$ cat src/rtl/lc3b_types.sv
// Shared LC-3b memory-system types and line geometry.
package lc3b_types;

    localparam int unsigned LC3B_OFFSET_BITS = 4;

    typedef logic [15:0]               lc3b_word;
    typedef logic [127:0]              lc3b_cacheline;
    typedef logic [15:LC3B_OFFSET_BITS] lc3b_line_tag;

endpackage

$ cat src/rtl/eviction_buffer_entry.sv
// Single write-back buffer slot: valid/tag/data registers plus a tag compare.
module eviction_buffer_entry #(
    parameter int unsigned TAG_W  = 12,
    parameter int unsigned DATA_W = 128
) (
    input  logic              clk,
    input  logic              reset,
    input  logic              load,
    input  logic              clear,
    input  logic [TAG_W-1:0]  load_tag,
    input  logic [DATA_W-1:0] load_data,
    input  logic [TAG_W-1:0]  lookup_tag,
    output logic              valid,
    output logic [TAG_W-1:0]  tag,
    output logic [DATA_W-1:0] data,
    output logic              hit
);

    // Capture a line on load (load wins over clear), drop it on clear.
    always_ff @(posedge clk) begin
        if (reset) begin
            valid <= 1'b0;
            tag   <= '0;
            data  <= '0;
        end else if (load) begin
            valid <= 1'b1;
            tag   <= load_tag;
            data  <= load_data;
        end else if (clear) begin
            valid <= 1'b0;
        end
    end

    // Lookup hits only a line that is still held.
    always_comb begin
        hit = valid && (lookup_tag == tag);
    end

endmodule

$ cat src/rtl/l1_eviction_buffer.sv
// Single-entry eviction buffer between L1 and L2: absorbs dirty evictions,
// serves reads that hit the buffered line, forwards misses, drains when idle.
module l1_eviction_buffer
    import lc3b_types::*;
#(
    parameter int unsigned OFFSET_BITS = LC3B_OFFSET_BITS
) (
    input  logic         clk,
    input  logic         reset,
    input  logic         l1_read,
    input  logic         l1_write,
    input  logic [15:0]  l1_address,
    input  logic [127:0] l1_wdata,
    output logic         l1_resp,
    output logic [127:0] l1_rdata,
    output logic         l2_read,
    output logic         l2_write,
    output logic [15:0]  l2_address,
    output logic [127:0] l2_wdata,
    input  logic         l2_resp,
    input  logic [127:0] l2_rdata,
    output logic         wb_valid,
    output logic         drain_inc
);

    localparam int unsigned TAG_W     = 16 - OFFSET_BITS;
    localparam logic [15:0] LINE_MASK = ~16'((32'd1 << OFFSET_BITS) - 32'd1);

    typedef enum logic [1:0] {
        IDLE  = 2'd0,
        READ  = 2'd1,
        DRAIN = 2'd2
    } state_t;

    state_t             state;
    state_t             state_next;
    logic               buf_valid;
    logic [TAG_W-1:0]   buf_tag;
    logic [127:0]       buf_data;
    logic               hit;
    logic               buf_load;
    logic               buf_clear;
    logic [TAG_W-1:0]   req_tag;
    logic [15:0]        req_line_addr;

    assign req_tag       = l1_address[15:OFFSET_BITS];
    assign req_line_addr = l1_address & LINE_MASK;

    eviction_buffer_entry #(
        .TAG_W  (TAG_W),
        .DATA_W (128)
    ) u_entry (
        .clk        (clk),
        .reset      (reset),
        .load       (buf_load),
        .clear      (buf_clear),
        .load_tag   (req_tag),
        .load_data  (l1_wdata),
        .lookup_tag (req_tag),
        .valid      (buf_valid),
        .tag        (buf_tag),
        .data       (buf_data),
        .hit        (hit)
    );

    assign wb_valid = buf_valid;

    // State register; reset abandons any in-flight READ or DRAIN.
    always_ff @(posedge clk) begin
        if (reset) begin
            state <= IDLE;
        end else begin
            state <= state_next;
        end
    end

    // Next state, buffer controls and L1/L2 handshakes; everything quiet in reset.
    always_comb begin
        state_next = state;
        l1_resp    = 1'b0;
        l1_rdata   = '0;
        l2_read    = 1'b0;
        l2_write   = 1'b0;
        l2_address = '0;
        l2_wdata   = '0;
        drain_inc  = 1'b0;
        buf_load   = 1'b0;
        buf_clear  = 1'b0;

        if (!reset) begin
            unique case (state)
                IDLE: begin
                    // Read takes priority over write and over a pending drain.
                    if (l1_read) begin
                        if (hit) begin
                            l1_resp  = 1'b1;
                            l1_rdata = buf_data;
                        end else begin
                            state_next = READ;
                        end
                    end else if (l1_write) begin
                        if (!buf_valid || hit) begin
                            l1_resp  = 1'b1;
                            buf_load = 1'b1;
                        end else begin
                            state_next = DRAIN;
                        end
                    end else if (buf_valid) begin
                        state_next = DRAIN;
                    end
                end
                READ: begin
                    l2_read    = 1'b1;
                    l2_address = req_line_addr;
                    l1_resp    = l2_resp;
                    l1_rdata   = l2_rdata;
                    if (l2_resp) begin
                        state_next = IDLE;
                    end
                end
                DRAIN: begin
                    l2_write   = 1'b1;
                    l2_address = {buf_tag, {OFFSET_BITS{1'b0}}};
                    l2_wdata   = buf_data;
                    if (l2_resp) begin
                        buf_clear  = 1'b1;
                        drain_inc  = 1'b1;
                        state_next = IDLE;
                    end
                end
                default: begin
                    state_next = IDLE;
                end
            endcase
        end
    end

endmodule

$ cat config.mk
export PLATFORM = sky130hd
export DESIGN_NAME = l1_eviction_buffer
export DESIGN_NICKNAME = d
export VERILOG_FILES = /design/src/rtl/lc3b_types.sv /design/src/rtl/eviction_buffer_entry.sv /design/src/rtl/l1_eviction_buffer.sv
export SDC_FILE = /design/constraint.sdc
export NUM_CORES = 1
export LEC_CHECK = 0
export CORE_AREA = 8 8 211 213
export DETAILED_ROUTE_END_ITERATION = 7
export DIE_AREA = 0 0 219 221
export GPL_ROUTABILITY_DRIVEN = 1
export PLACE_DENSITY = 0.56
export SYNTH_ARGS = -nofsm -noshare
export SYNTH_HDL_FRONTEND = slang
export SYNTH_SLANG_ARGS = --single-unit
$ cat constraint.sdc
create_clock -name clk -period 1.8 [get_ports clk]
set_input_delay 0.27 -clock clk [delete_from_list [all_inputs] [get_ports clk]]
set_output_delay 0.27 -clock clk [all_outputs]
set_load 0.02 [all_outputs]
---- Yosys cells after proc, flatten, opt, wreduce, memory -nomap -nowiden ----
Index checks and enable logic that the tools add are counted.
Widths: inputs -> output; s select.
operators by class
  equality and inequality tests ........... 7
  muxes and demuxes ....................... 33
  reduce and logical (&&, ||, !) cells .... 7
operator list
  kind                count
  $mux 128            5
  $pmux 128 s2        1
  $pmux 16 s2         1
  $mux 1              17
  $mux 16             1
  $eq 12x12->1        1
  $mux 2              6
  $ne 4x3->1 const B  1
  $ne 4x4->1 const B  1
  $pmux 2 s2          1
  $reduce_and 4->1    1
  $ne 3x3->1 const B  1
  $eq 2x1->1 const B  1
  $eq 2x2->1 const B  1
  $logic_not 2->1     1
  $ne 2x1->1 const B  1
  $pmux 1 s2          1
  $reduce_bool 2->1   1
  $reduce_or 2->1     1
  $logic_and 1x1->1   1
  $logic_not 1->1     1
  $logic_or 1x1->1    1
storage, ports and cells
  bits in registers ....................... 143
  output and inout port bits .............. 277
  logic and storage cells ................. 51

---- Logic depth before layout (Yosys ltp) ----
  depth after elaboration ................. 9
  depth in mapped cells ................... 9
  gate-level depth less buffers ........... 7

---- Modules after synthesis ----
A second synthesis with hierarchy kept.
unflattened totals
  cell total of the unflattened synthesis .. 975
  area total of the unflattened synthesis .. 8404.3 µm²
by module, submodules not included
  module                 instances  cells each  area each (µm²)
  eviction_buffer_entry  1          473         5153.7
  l1_eviction_buffer     1          502         3250.6

---- Least setup slack after synthesis ----
Ideal clock, no wire load.
  path type ............................... flip-flop to output port
  start ................................... register state[0]
  end ..................................... output l1_resp
  arrival ................................. 1.929 ns
  required time ........................... 1.530 ns
  path slack .............................. -0.399 ns
  cell stages (with the launch flop) ...... 10
  path through ............................ dfxtp_1 > inv_1 > ha_1 > nor2b_1 > and2_1 > buf_2 > clkbuf_1 > buf_2 > nand2_1 > a21oi_1
on the way
  longest elaborated chain between the ends .. 3
  elaborated cells between the ends (all ways) .. 4
ends and longest elaborated chain
  what                                           line                      RTL
  start: declaration                             l1_eviction_buffer.sv:35  state_t state;
  start signal: assignment                       l1_eviction_buffer.sv:73  state <= state_next;
  $eq 2x1->1 or $logic_not 2->1 (tied branches)  l1_eviction_buffer.sv:91  unique case (state)
  $pmux 1 s2 *                                   l1_eviction_buffer.sv:91
  $mux 1 *                                       l1_eviction_buffer.sv:90  if (!reset) begin
  end: declaration                               l1_eviction_buffer.sv:14  output logic l1_resp,
Every way passes the cells marked *; elsewhere a longest branch is shown, timed or not.

---- Final worst setup path ----
  start ................................... input l1_address[7]
  end ..................................... output l1_rdata[33]
on the way
  longest elaborated chain between the ends .. 6
ends and longest elaborated chain
  what                line                         RTL
  start: declaration  l1_eviction_buffer.sv:12     input logic [15:0] l1_address,
  $eq 12x12->1        eviction_buffer_entry.sv:36  hit = valid && (lookup_tag == tag);
  $logic_and 1x1->1   eviction_buffer_entry.sv:36
  $mux 128            l1_eviction_buffer.sv:95     if (hit) begin
  $mux 128            l1_eviction_buffer.sv:94     if (l1_read) begin
  $pmux 128 s2        l1_eviction_buffer.sv:91
  $mux 128            l1_eviction_buffer.sv:90
  end: declaration    l1_eviction_buffer.sv:15     output logic [127:0] l1_rdata,
Every way passes these cells.

==> flow_metrics.env <==
export IMPL_run_status="complete, but fails checks"
export IMPL_violations="negative setup slack"
export IMPL_layout_commonest_cell="sky130_fd_sc_hd__clkdlybuf4s50_1"
export IMPL_ctsHoldBuffers=0
export IMPL_sequential_cell_area_um2=2880
export IMPL_finalCriticalPeriod_ns=2.66
export IMPL_synth_edff_count=0
export IMPL_register_clock_pin_slew_on_the_reported_worst_setup_and_hold_paths_ns=0.06
export IMPL_place_gp_congestion=0.838
export IMPL_static_leakage_power_uw=0.00756
export IMPL_cts_num_sinks=143
export IMPL_synthesis_area_um2=8310
export IMPL_setup_ws_ns=-0.861
export IMPL_wl_per_cell_um=26.4
export IMPL_row_count=75
export IMPL_max_clock_path_buffers=2
export IMPL_worstSetupEndpointType="primary output"
export IMPL_final_hold_viol_count=0
export IMPL_worst_setup_path_type="input port to primary output"
export IMPL_unrepaired_setup_endpoints_after_global_routing="true"
export IMPL_detailed_place_hpwl_mm=37.7
export IMPL_clock_skew_final_ns=0.00943
export IMPL_layout_cells_most_common_list="sky130_fd_sc_hd__clkdlybuf4s50_1 (270), sky130_fd_sc_hd__buf_6 (230), sky130_fd_sc_hd__buf_4 (185)"
export IMPL_power_density_nw_per_um2=661
export IMPL_asyncSetResetFlopFracSynth=0
export IMPL_finished_layout_cells=2427
export IMPL_io_pins=554
export IMPL_cts_inserted_buffers=17
export IMPL_fp_dieH_um=221
export IMPL_cp_arrival_ns=2.39
export IMPL_antenna_found_initial=11
export IMPL_globalRouteTotalUtil=0.200
export IMPL_synth_seq_area_share=0.344
export IMPL_slowest_delay_ns=0.53
export IMPL_initial_core_util=0.201
export IMPL_final_layout_size_suffix_gt1_frac=0.520
export IMPL_critPathMaxFanout=8
export IMPL_synthesis_instances=1164
export IMPL_slew_violations=0
export IMPL_cells_after_dpl=2239
export IMPL_ys_warn_count=0
export IMPL_max_freq_ghz=0.376
export IMPL_maxCapViolCount=0
export IMPL_grt_ovf=0
export IMPL_tritoncts="yes"
export IMPL_worst_hold_path_type="input port to flop"
export IMPL_maximum_number_of_pins_on_one_net_before_global_route_repair=140
export IMPL_timing_setup_tns_ns=-209.65
export IMPL_flow_area_growth_from_synthesis_pct=147
export IMPL_detailroute_via_count=12200
export IMPL_drc=0
export IMPL_worst_endpoint_required_ns=1.53
export IMPL_fin_crit_sh=1.48
export IMPL_layout_filler_cells=3855
export IMPL_cts_root_buffer_cell="sky130_fd_sc_hd__clkbuf_16"
export IMPL_fp_dieW_um=219
export IMPL_grt_first_pass_wirelength_mm=74.8
export IMPL_synth_seq_cells=143
export IMPL_cp_start_kind="input port"
export IMPL_worst_slew_pin_transition_ns=0.976
export IMPL_placement_io_buffers=545
export IMPL_cpMaxStageDelayCell="sky130_fd_sc_hd__clkdlybuf4s50_1"
export IMPL_drt_antenna_violating_nets=0
export IMPL_max_slew_margin=0.349
export IMPL_via_count_of_the_first_global_routing_pass=11400
export IMPL_synth_distinct_cells=26
export IMPL_final_routed_wirelength_mm=64.1
export IMPL_clk_insertion_delay_late_ns=0.44
export IMPL_area_of_combinational_cells_with_multiple_inputs_um2=6940
export IMPL_cts_htree_levels=4
export IMPL_postSynthAreaPerCell_um2=7.14
export IMPL_postSynth_topFlopCell="sky130_fd_sc_hd__dfxtp_1"
export IMPL_cpMostUsedCell="sky130_fd_sc_hd__buf_4"
export IMPL_drt_iter0_drc=705
export IMPL_routed_via_density=5.01
export IMPL_floorplan_core_area_um2=41300
export IMPL_report_final_setup_viol=415
export IMPL_die_area_um2=48400
export IMPL_nNetsFinal=2151
export IMPL_crit_chain="clkdlybuf4s50_1 > xnor2_2 > nand4_1 > nor4_4 > buf_6 > buf_12 > buf_4 > buf_16 > a22oi_2 > nor2_4 > buf_4"
export IMPL_max_vdd_ir_drop_v=0.000644
export IMPL_drt_pass1_iterations=5
## synth_stat cells (2+ instances only)
library cell / number / area share
sky130_fd_sc_hd__a21oi_1: 143 / 0.086
sky130_fd_sc_hd__a22oi_1: 140 / 0.13
sky130_fd_sc_hd__and2_1: 130 / 0.098
sky130_fd_sc_hd__buf_2: 31 / 0.019
sky130_fd_sc_hd__buf_4: 5 / 0.0045
sky130_fd_sc_hd__clkbuf_1: 104 / 0.047
sky130_fd_sc_hd__dfxtp_1: 143 / 0.34
sky130_fd_sc_hd__ha_1: 3 / 0.0045
sky130_fd_sc_hd__inv_1: 3 / 0.0014
sky130_fd_sc_hd__mux2i_1: 2 / 0.0024
sky130_fd_sc_hd__nand2_1: 3 / 0.0014
sky130_fd_sc_hd__nand2b_1: 5 / 0.0038
sky130_fd_sc_hd__nand3_1: 141 / 0.085
sky130_fd_sc_hd__nand4_1: 6 / 0.0045
sky130_fd_sc_hd__nor2_1: 141 / 0.064
sky130_fd_sc_hd__nor2b_1: 3 / 0.0023
sky130_fd_sc_hd__o21ai_0: 141 / 0.085
sky130_fd_sc_hd__xnor2_1: 12 / 0.013
## metrics by stage
step | total power [uW] | cell area, um2 | worst slack [ns] | utilization | hold WS (ns)
floorplan | 6030 | 10000 | -0.307 | - | 0.410
global placement | 8380 | 16800 | -1.38 | 0.406 | 0.470
detailed placement | 8430 | 16800 | -1.35 | 0.406 | 0.486
CTS | 12000 | 17600 | -0.905 | 0.425 | 0.144
global route | 14100 | 20500 | -0.972 | 0.496 | 0.164
finish | 13500 | 20500 | -0.861 | 0.496 | 0.183
## layer usage
| metal | global-route usage | up-vias | share of wire |
|---|---|---|---|
| met1 | 0.226 | 5918 | 0.39 |
| met3 | 0.0707 | 94 | 0.092 |
| li1 | - | 5574 | - |
| met2 | 0.347 | 572 | 0.49 |
| met5 | 0 | - | 0.0012 |
| met4 | 0.0603 | 12 | 0.028 |
## repair_timing
action / CTS / global route
resized for setup: 607 / 1116
pin swaps: 7 / 55
setup endpoints to repair: 415 / 415
cloned: 5 / 57
hold endpoints to repair: 0 / 0
buffers inserted: 9 / 85
## state kept, by name, indices dropped and copies added (netlist names)
register and count:
u_entry.data 128, u_entry.tag 12, u_entry.valid 1, state 2
## final cells by class
cell class                      count  share of cell area
Timing Repair Buffer              823               0.459
Sequential cell                   143               0.141
Tap cell                          539              0.0329
Inverter                            3            0.000550
Multi-Input combinational cell    883               0.339
Clock inverter                     10             0.00562
Antenna cell                        6            0.000733
Clock buffer                       20              0.0218
## power by group
| part | switching [uW] | internal, uW |
|---|---|---|
| logic | 3190 | 3120 |
| clock network | 1510 | 2060 |
| registers | 262 | 3410 |
| total | 4960 | 8580 |
## critical path, delay by kind of cell
family                    cells  cell delay [ns]
buffers and inverters         6             1.24
and+or+nand+nor               3             0.64
xor gates and xnor gates      1             0.14
AOI/OAI and AO/OA             1             0.08
## cell families after synthesis
family / synth area share
mux: 0.00241
compound gates: 0.303
xor+xnor: 0.0126
other cells: 0.000451
buf+inv: 0.0720
fa+ha+maj: 0.00452
simple gates: 0.261
flops: 0.344
## path summary, 6_finish.rpt
| check | startpoint | endpoint | slack (ns) | cells past startpoint |
|---|---|---|---|---|
| setup / recovery | l1_address[7] | l1_rdata[33] | -0.86 | 11 |
| hold / removal | reset | u_entry.valid | 0.18 | 3 |
| setup reg to reg | u_entry.tag[2] | u_entry.data[26] | -0.42 | 9 |
| hold reg to reg | u_entry.data[58] | u_entry.data[58] | 0.50 | 2 |
Power figures use the tool's default switching activity.
